## config.mk

```make
export PLATFORM = sky130hd
export DESIGN_NAME = ct_ifu_ibuf_ptr_ctrl
export DESIGN_NICKNAME = d
export VERILOG_FILES = /design/src/rtl/ct_ifu_ibuf_ptr_ctrl_pkg.sv /design/src/rtl/ct_ifu_ibuf_ptr_mask.sv /design/src/rtl/ct_ifu_ibuf_ptr_ctrl.sv
export SDC_FILE = /design/constraint.sdc
export NUM_CORES = 1
export LEC_CHECK = 0
export CAP_MARGIN = 0
export CORE_UTILIZATION = 45
export CTS_CLUSTER_SIZE = 20
export DETAILED_ROUTE_END_ITERATION = 8
export DONT_BUFFER_PORTS = 1
export GPL_ROUTABILITY_DRIVEN = 0
export GPL_TIMING_DRIVEN = 0
export PLACE_DENSITY = 0.6
export REMOVE_ABC_BUFFERS = 1
export SLEW_MARGIN = 20
export SYNTH_ARGS = -nofsm -noshare
export SYNTH_HDL_FRONTEND = slang
export SYNTH_SLANG_ARGS = --single-unit
```

## constraint.sdc

```tcl
create_clock -name ibuf_entry_vld_clk -period 6.8 [get_ports ibuf_entry_vld_clk]
set_input_delay 1.7 -clock ibuf_entry_vld_clk [delete_from_list [all_inputs] [get_ports ibuf_entry_vld_clk]]
set_output_delay 1.7 -clock ibuf_entry_vld_clk [all_outputs]
set_load 0.1 [all_outputs]
```

## src/rtl/ct_ifu_ibuf_ptr_ctrl_pkg.sv

```systemverilog
// Shared ifu ibuf constants: entry array geometry and per-cycle create/retire limits.
package ct_ifu_ibuf_ptr_ctrl_pkg;
  localparam int ENTRY_NUM  = 32;
  localparam int PTR_W      = 5;
  localparam int CNT_W      = PTR_W + 1;
  localparam int NUM_W      = 4;
  localparam int CREATE_MAX = 8;
  localparam int RETIRE_MAX = 6;
endpackage

```

## src/rtl/ct_ifu_ibuf_ptr_mask.sv

```systemverilog
// Wrapped thermometer mask: num consecutive bits starting at base, modulo ENTRY_NUM.
module ct_ifu_ibuf_ptr_mask
  import ct_ifu_ibuf_ptr_ctrl_pkg::*;
(
  input  logic [PTR_W-1:0]     base,
  input  logic [NUM_W-1:0]     num,
  output logic [ENTRY_NUM-1:0] mask
);

  logic [2*ENTRY_NUM-1:0] therm;
  logic [2*ENTRY_NUM-1:0] rot;

  // Shift in a double-width field, then fold the upper half back to wrap.
  always_comb begin
    therm = '0;
    for (int i = 0; i < ENTRY_NUM; i++) begin
      if (i < int'(num)) therm[i] = 1'b1;
    end
    rot  = therm << base;
    mask = rot[ENTRY_NUM-1:0] | rot[2*ENTRY_NUM-1:ENTRY_NUM];
  end

endmodule

```

## src/rtl/ct_ifu_ibuf_ptr_ctrl.sv

```systemverilog
// IBUF pointer/occupancy controller: turns create/retire counts into per-entry strobes
// and tracks create pointer, retire pointer and entry count of the 32-entry ring.
module ct_ifu_ibuf_ptr_ctrl
  import ct_ifu_ibuf_ptr_ctrl_pkg::*;
(
  input  logic                 ibuf_entry_vld_clk,
  input  logic                 cpurst_b,
  input  logic                 ibuf_flush,
  input  logic                 create_vld,
  input  logic [3:0]           create_num,
  input  logic                 retire_vld,
  input  logic [2:0]           retire_num,
  output logic                 create_grant,
  output logic [ENTRY_NUM-1:0] entry_create_vec,
  output logic [ENTRY_NUM-1:0] entry_retire_vec,
  output logic [ENTRY_NUM-1:0] entry_vld_create_clk_en_vec,
  output logic [ENTRY_NUM-1:0] entry_vld_retire_clk_en_vec,
  output logic [PTR_W-1:0]     create_ptr,
  output logic [PTR_W-1:0]     retire_ptr,
  output logic [CNT_W-1:0]     entry_cnt,
  output logic                 ibuf_full,
  output logic                 ibuf_empty,
  output logic                 ptr_clk_en
);

  localparam logic [CNT_W-1:0] ENTRY_NUM_C  = CNT_W'(ENTRY_NUM);
  localparam logic [CNT_W-1:0] CREATE_MAX_C = CNT_W'(CREATE_MAX);

  logic [CNT_W-1:0] free_cnt;
  logic             retire_req;
  logic [NUM_W-1:0] create_cnt_eff;
  logic [NUM_W-1:0] retire_cnt_eff;

  // Handshake: create_vld/create_grant is a same-cycle accept. A create seen without
  // create_grant changes nothing and upstream holds and replays it. Retire has no
  // backpressure; it is clamped to the current count. Flush overrides both.
  always_comb begin
    free_cnt     = ENTRY_NUM_C - entry_cnt;
    create_grant = cpurst_b & create_vld & ~ibuf_flush
                   & (CNT_W'(create_num) <= free_cnt);
    retire_req   = retire_vld & ~ibuf_flush;
    create_cnt_eff = create_grant ? create_num : '0;
    retire_cnt_eff = '0;
    if (retire_req) begin
      if (CNT_W'(retire_num) > entry_cnt) retire_cnt_eff = NUM_W'(entry_cnt);
      else                                retire_cnt_eff = NUM_W'(retire_num);
    end
  end

  ct_ifu_ibuf_ptr_mask u_create_mask (
    .base (create_ptr),
    .num  (create_cnt_eff),
    .mask (entry_create_vec)
  );

  ct_ifu_ibuf_ptr_mask u_retire_mask (
    .base (retire_ptr),
    .num  (retire_cnt_eff),
    .mask (entry_retire_vec)
  );

  // Created entries are always free, so the two strobe sets never overlap.
  assign entry_vld_create_clk_en_vec = entry_create_vec;
  assign entry_vld_retire_clk_en_vec = entry_retire_vec;
  assign ptr_clk_en = create_vld | retire_vld | ibuf_flush;

  always_ff @(posedge ibuf_entry_vld_clk or negedge cpurst_b) begin
    if (!cpurst_b) begin
      create_ptr <= '0;
      retire_ptr <= '0;
      entry_cnt  <= '0;
    end else if (ibuf_flush) begin
      create_ptr <= '0;
      retire_ptr <= '0;
      entry_cnt  <= '0;
    end else begin
      create_ptr <= create_ptr + PTR_W'(create_cnt_eff);
      retire_ptr <= retire_ptr + PTR_W'(retire_cnt_eff);
      entry_cnt  <= entry_cnt + CNT_W'(create_cnt_eff) - CNT_W'(retire_cnt_eff);
    end
  end

  assign ibuf_full  = (ENTRY_NUM_C - entry_cnt) < CREATE_MAX_C;
  assign ibuf_empty = (entry_cnt == '0);

endmodule

```

[Yosys cells after proc, flatten, opt, wreduce, memory -nomap -nowiden]
Cells that the tools add are included.
Word-level totals
  output and inout bits: 148
  register bits: 16
Cells by class
  $add $sub $neg: 5
  reductions and logical operators: 1
  mux-type cells: 36
  shift-type cells: 2
  bitwise operators: 9
  order comparisons: 33
Operator list (count)
  $shl A15 B5 Y64: 2
  $or A32 B32 Y32: 2
  $lt A4 B4 Y1 const A: 14
  $lt A3 B4 Y1 const A: 8
  $mux W1: 30
  $lt A1 B4 Y1 const A: 4
  $lt A2 B4 Y1 const A: 4
  $mux W4: 3
  $add A5 B4 Y5: 2
  $mux W5: 2
  $add A6 B4 Y6: 1
  $gt A3 B6 Y1: 1
  $le A4 B6 Y1: 1
  $logic_not A6 Y1: 1
  $lt A6 B4 Y1 const B: 1
  $mux W6: 1
  $sub A6 B4 Y6: 1
  $sub A6 B6 Y6 const A: 1
  $and A1 B1 Y1: 4
  $or A1 B1 Y1: 2
  $not A1 Y1: 1

[Longest topological paths before layout]
  depth in word-level cells: 8
  mapped depth: 20
  gate-level depth less buffers: 20

[Cells and area by module]
From an unflattened synthesis, not the netlist that was laid out.
Unflattened totals
  cell total of the unflattened synthesis: 650
  area total of the unflattened synthesis: 4753.3 sq um
By module, submodules not included
  ct_ifu_ibuf_ptr_mask: cells an instance 213, times used 2, sequential area each 0.0 sq um, area an instance 1392.6 sq um
  ct_ifu_ibuf_ptr_ctrl: cells an instance 224, times used 1, sequential area each 400.4 sq um, area an instance 1968.1 sq um

[Worst setup path before layout]
No wires, ideal clock.
  path kind: input port to output port
  start point: input retire_num[1]
  end point: output entry_vld_retire_clk_en_vec[13]
  stages on the path: 11
  path slack: -1848 ps
  buffers on the path: 3
  arrival time: 6948 ps
  required time: 5100 ps
  cells stage by stage: ha_1 -> nand3_1 -> o31a_2 -> nand4_1 -> and2_1 -> buf_6 -> buf_4 -> nand2_1 -> a21oi_1 -> o41ai_1 -> buf_4
Between the ends
  cells in the longest elaborated chain, start to end: 7
RTL lines
  start: declaration: line ct_ifu_ibuf_ptr_ctrl.sv:12  | input logic [2:0] retire_num,
  $gt A3 B6 Y1: line ct_ifu_ibuf_ptr_ctrl.sv:45  | if (CNT_W'(retire_num) > entry_cnt) retire_cnt_eff = NUM_W'(entry_cnt);
  $mux W4 *: line ct_ifu_ibuf_ptr_ctrl.sv:45
  $mux W4 *: line ct_ifu_ibuf_ptr_ctrl.sv:44  | if (retire_req) begin
  $lt A1 B4 Y1 (tied with other cells): line ct_ifu_ibuf_ptr_mask.sv:17  | if (i < int'(num)) therm[i] = 1'b1;
  $mux W1: line ct_ifu_ibuf_ptr_mask.sv:17
  $shl A15 B5 Y64 *: line ct_ifu_ibuf_ptr_mask.sv:19  | rot = therm << base;
  $or A32 B32 Y32 *: line ct_ifu_ibuf_ptr_mask.sv:20  | mask = rot[ENTRY_NUM-1:0] | rot[2*ENTRY_NUM-1:ENTRY_NUM];
  end: declaration: line ct_ifu_ibuf_ptr_ctrl.sv:17  | output logic [ENTRY_NUM-1:0] entry_vld_retire_clk_en_vec,
Every way passes the cells marked *; elsewhere a longest branch is shown, timed or not.

[Worst setup path in the final report]
  start point: input retire_num[1]
  end point: output entry_retire_vec[28]
Between the ends
  cells in the longest elaborated chain, start to end: 7
RTL lines
  $gt A3 B6 Y1: line ct_ifu_ibuf_ptr_ctrl.sv:45
  $mux W4 *: line ct_ifu_ibuf_ptr_ctrl.sv:45
  $mux W4 *: line ct_ifu_ibuf_ptr_ctrl.sv:44
  $lt A1 B4 Y1 (tied with other cells): line ct_ifu_ibuf_ptr_mask.sv:17
  $mux W1: line ct_ifu_ibuf_ptr_mask.sv:17
  $shl A15 B5 Y64 *: line ct_ifu_ibuf_ptr_mask.sv:19
  $or A32 B32 Y32 *: line ct_ifu_ibuf_ptr_mask.sv:20
  end: declaration: line ct_ifu_ibuf_ptr_ctrl.sv:15  | output logic [ENTRY_NUM-1:0] entry_retire_vec,
Marks and branches as above.

==> summary.md <==
| Metric | Value |
|---|---|
| Synthesized area per cell | 6.74 um2 |
| Core ar. | 8180 um2 |
| Root buf cell | clkbuf_8 |
| Synth Area in XOR/XNOR | 0.0302 |
| # rows | 33 |
| FF-to-FF End | entry_cnt[5] |
| Clk_skew | 0.00120 ns |
| Vias per cell | 7.10 |
| CP Data Required Time | 5.10 ns |
| Via Count | 4549 |
| Fin nets | 578 |
| Synth Area in Compound Gates | 0.301 |
| Vias in the first global route | 3968 |
| Most common cell after layout, fill and taps aside | buf_16 |
| Yosys top cell area share | 0.130 |
| R2R cell count | 20 |
| Slew Limit Fails | 0 |
| Chip width | 93.5 um |
| Mux cell area share after synthesis | 0.00532 |
| Worst hold path startpoint | create_ptr[3] |
| Commonest cells after routing, fill and taps aside | buf_16, nor2_1, nand2_1 |
| Crit path cell chain | ha_1, nand3_1, o31a_2, nand4_1, and2_4, nor3_2, nand3_1, a221oi_4, buf_16 |
| Grt ovf | 0 |
| Reg power frac | 0.196 |
| Psw | 1.04 mW |
| Final WL | 16900 um |
| Number of synthesized flops with an enable pin | 0 |
| RSZ-0062 raised after global routing | no |
| # H-tree levels | 1 |
| Final min period | 6.67 ns |
| Sink Count | 16 |
| Skew-Pair Late Insertion Delay | 0.26 ns |
| Clock share of power | 0.057 |
| Fraction of layout cells with a size suffix above 1 | 0.340 |
| CTS Hold Bufs | 0 |
| Post-synth top area cell | buf_4 |
| Maximum fanout along the worst path | 15 |
| Worst path max stage delay | 1.31 ns |
| CTS buffer count | 3 |
| CP Buf/Inv Count | 1 |
| Final setup vio count | 0 |
| Top cell by count, worst path | nand3_1 |
| Hold Violations, Final | 0 |
| Max frequency | 150 MHz |
| Net Sw Frac | 0.667 |
| Bufs on Longest Clock Path | 2 |
| Non-filler instance count after layout | 641 |
| Ant. Diodes | 0 |
| Area delta synth->final | 58.3% |
| Critical path arrival | 4.97 ns |
| Initial antenna violation count | 0 |
| # IOs | 160 |
| Synthesized cell area | 3770 um2 |
| Hpwl dp | 10400 um |
| MaxCap Viol Count | 0 |
| Die area | 8740 um2 |
| Synth unique cells | 69 |
| Status | complete, no violations |
| R2R Setup Slk | 1.70 ns |
| P_int | 0.518 mW |
| Power per standard cell area | 261 nW/um2 |
| Final period util | 0.981 |
| Router iterations before antenna repair | 5 |
| Yosys reg bits | 16 |
| DRC viols | 0 |
| Crit-path leading delay family | compound AO/OA/AOI/OAI gates |
| Initial Utilization | 0.461 |
| Routed length per instance | 26.4 um |
| Slew @ Worst Pin | 1.27 ns |
| Comb power frac | 0.747 |
| IR drop worst, VDD | 0.324 mV |
| First-pass GRT wire length | 20500 um |
| Synth Area in Simple Gates | 0.224 |
| CTS tree | yes |
| Cell total after placement | 619 |
| Slew HR | 0.158 |
| Combinational family with the most area after synthesis | compound AO/OA/AOI/OAI gates |
| Main flop type after synthesis | dfrtp_1 |
| Starting DRT DRC Count | 460 |
| Port buffer count | 0 |
| Fillers | 478 |
| Asr flop ratio synth | 1.00 |
| Worst-path clk slew | 0.07 ns |
| Leak Pwr | 2.20 nW |
| Worst hold path cell count | 3 |
| Sequential area share after synthesis | 0.106 |
| Synth area leaders | buf_4, dfrtp_1, ha_1 |
| Post-Synthesis Cells | 559 |
| HP Class | register to register |
| Hold endpoint | create_ptr[3] |
| Die Y | 93.5 um |
| CP endpoint kind | output port |
| Critical path type | primary input to output port |
| Slowest cell on the critical path | a221oi_4 |
| Largest net degree at the start of global routing | 30 |
| Syn. warnings | 0 |
| All-Layer GR Usage | 0.294 |
| Worst r2r src | entry_cnt[1] |
| ANT nets after route | 0 |
| Adder-cell share of the synthesized area | 0.122 |
| Setup TNS | 0 ns |
| Critical Path Source Type | primary input |
through the flow:
step / util / worst slack, ns / power [mW] / hold slack [ns] / area (um2)
5_1_grt: 0.729 / 0.0399 / 1.62 / 0.930 / 5960
6_report: 0.729 / 0.132 / 1.56 / 0.872 / 5960
4_1_cts: 0.669 / 0.0429 / 1.49 / 0.844 / 5470
3_5_place_dp: 0.661 / -0.318 / 1.40 / 0.818 / 5400
2_1_floorplan: - / -3.92 / 1.07 / 1.20 / 3120
3_3_place_gp: 0.398 / -4.19 / 1.16 / 1.24 / 3250
power by group through the flow:
stage	Clock [mW]	Combinational, mW	Sequential (mW)
after global routing	0.0923	1.22	0.308
after global placement	0	0.846	0.315
after CTS	0.0884	1.10	0.302
final	0.0882	1.16	0.305
after detailed placement	0	1.10	0.303
after floorplan	0	0.771	0.298
worst max path at each step:
stage                  startpoint                         endpoint  slack (ns)  cells after the start
finish              retire_num[1]             entry_retire_vec[28]        0.13                      9
global route        retire_num[1]             entry_retire_vec[28]        0.04                      9
CTS                 retire_num[1]             entry_retire_vec[28]        0.04                      9
detailed placement   entry_cnt[1]             entry_create_vec[16]       -0.32                     13
global placement    retire_num[1]  entry_vld_retire_clk_en_vec[13]       -4.19                      8
floorplan           retire_num[1]             entry_retire_vec[13]       -3.92                      8
state kept, by name (all words and copies together) (netlist names):
name and cells:
create_ptr 5, entry_cnt 6, retire_ptr 5
cell usage after synthesis (all sizes together), types with 6 or more instances:
cell     n
buf     71
nor2    68
a21oi   48
nand2   44
o21ai   38
inv     36
clkbuf  32
ha      23
nor3    17
dfrtp   16
o22ai   16
nand3   15
a211oi  13
nor2b   10
xnor2    9
a21o     7
a31oi    6
fa       6
o21a     6
or3      6
timing repair:
action,CTS,global route
pin swaps,0,1
resized for setup,5,7
setup buffers,0,0
endpoints found under the setup margin,27,18
worst reg2reg max path, stage by stage (launching register included):
cell      delay (ns)
dfrtp_2         0.73
inv_1           0.26
ha_1            0.35
inv_1           0.04
ha_1            0.27
nor2b_1         0.13
o21a_1          0.12
o21a_1          0.09
o21ai_0         0.12
o21ai_4         0.36
clkinv_2        0.55
nand2_1         0.32
fa_1            0.44
inv_1           0.11
ha_1            0.24
a21o_1          0.16
a21oi_1         0.24
o21bai_1        0.10
a21oi_1         0.20
xnor2_1         0.14
nor2_1          0.05
kinds of logic (layout without fill, tap and decap cells):
group / after synthesis / in the layout
and+or+nand+nor: 178 / 178
buffers and inverters: 141 / 117
AOI/OAI and AO/OA: 174 / 174
other: 1 / 2
adders and majority gates: 34 / 34
DFF: 16 / 16
xor gates and xnor gates: 13 / 13
muxes: 2 / 2
final cells by class:
class / count / area, um2 / share of cell area
multi-input cells: 403 / 3300 / 0.553
repair buffers: 75 / 1910 / 0.321
flip-flops and latches: 16 / 415 / 0.0697
inverters: 38 / 148 / 0.0248
well taps: 105 / 131 / 0.0220
clock buffers: 4 / 55.1 / 0.00923
routing by layer:
| layer | GRT usage | part of all wire | vias up |
|---|---|---|---|
| li1 | - | - | 1873 |
| met2 | 0.499 | 0.47 | 416 |
| met1 | 0.352 | 0.34 | 2123 |
| met3 | 0.0667 | 0.11 | 137 |
| met4 | 0.131 | 0.073 | 0 |
| met5 | 0 | 0 | - |
No activity file was read; power rests on OpenSTA's default activity.
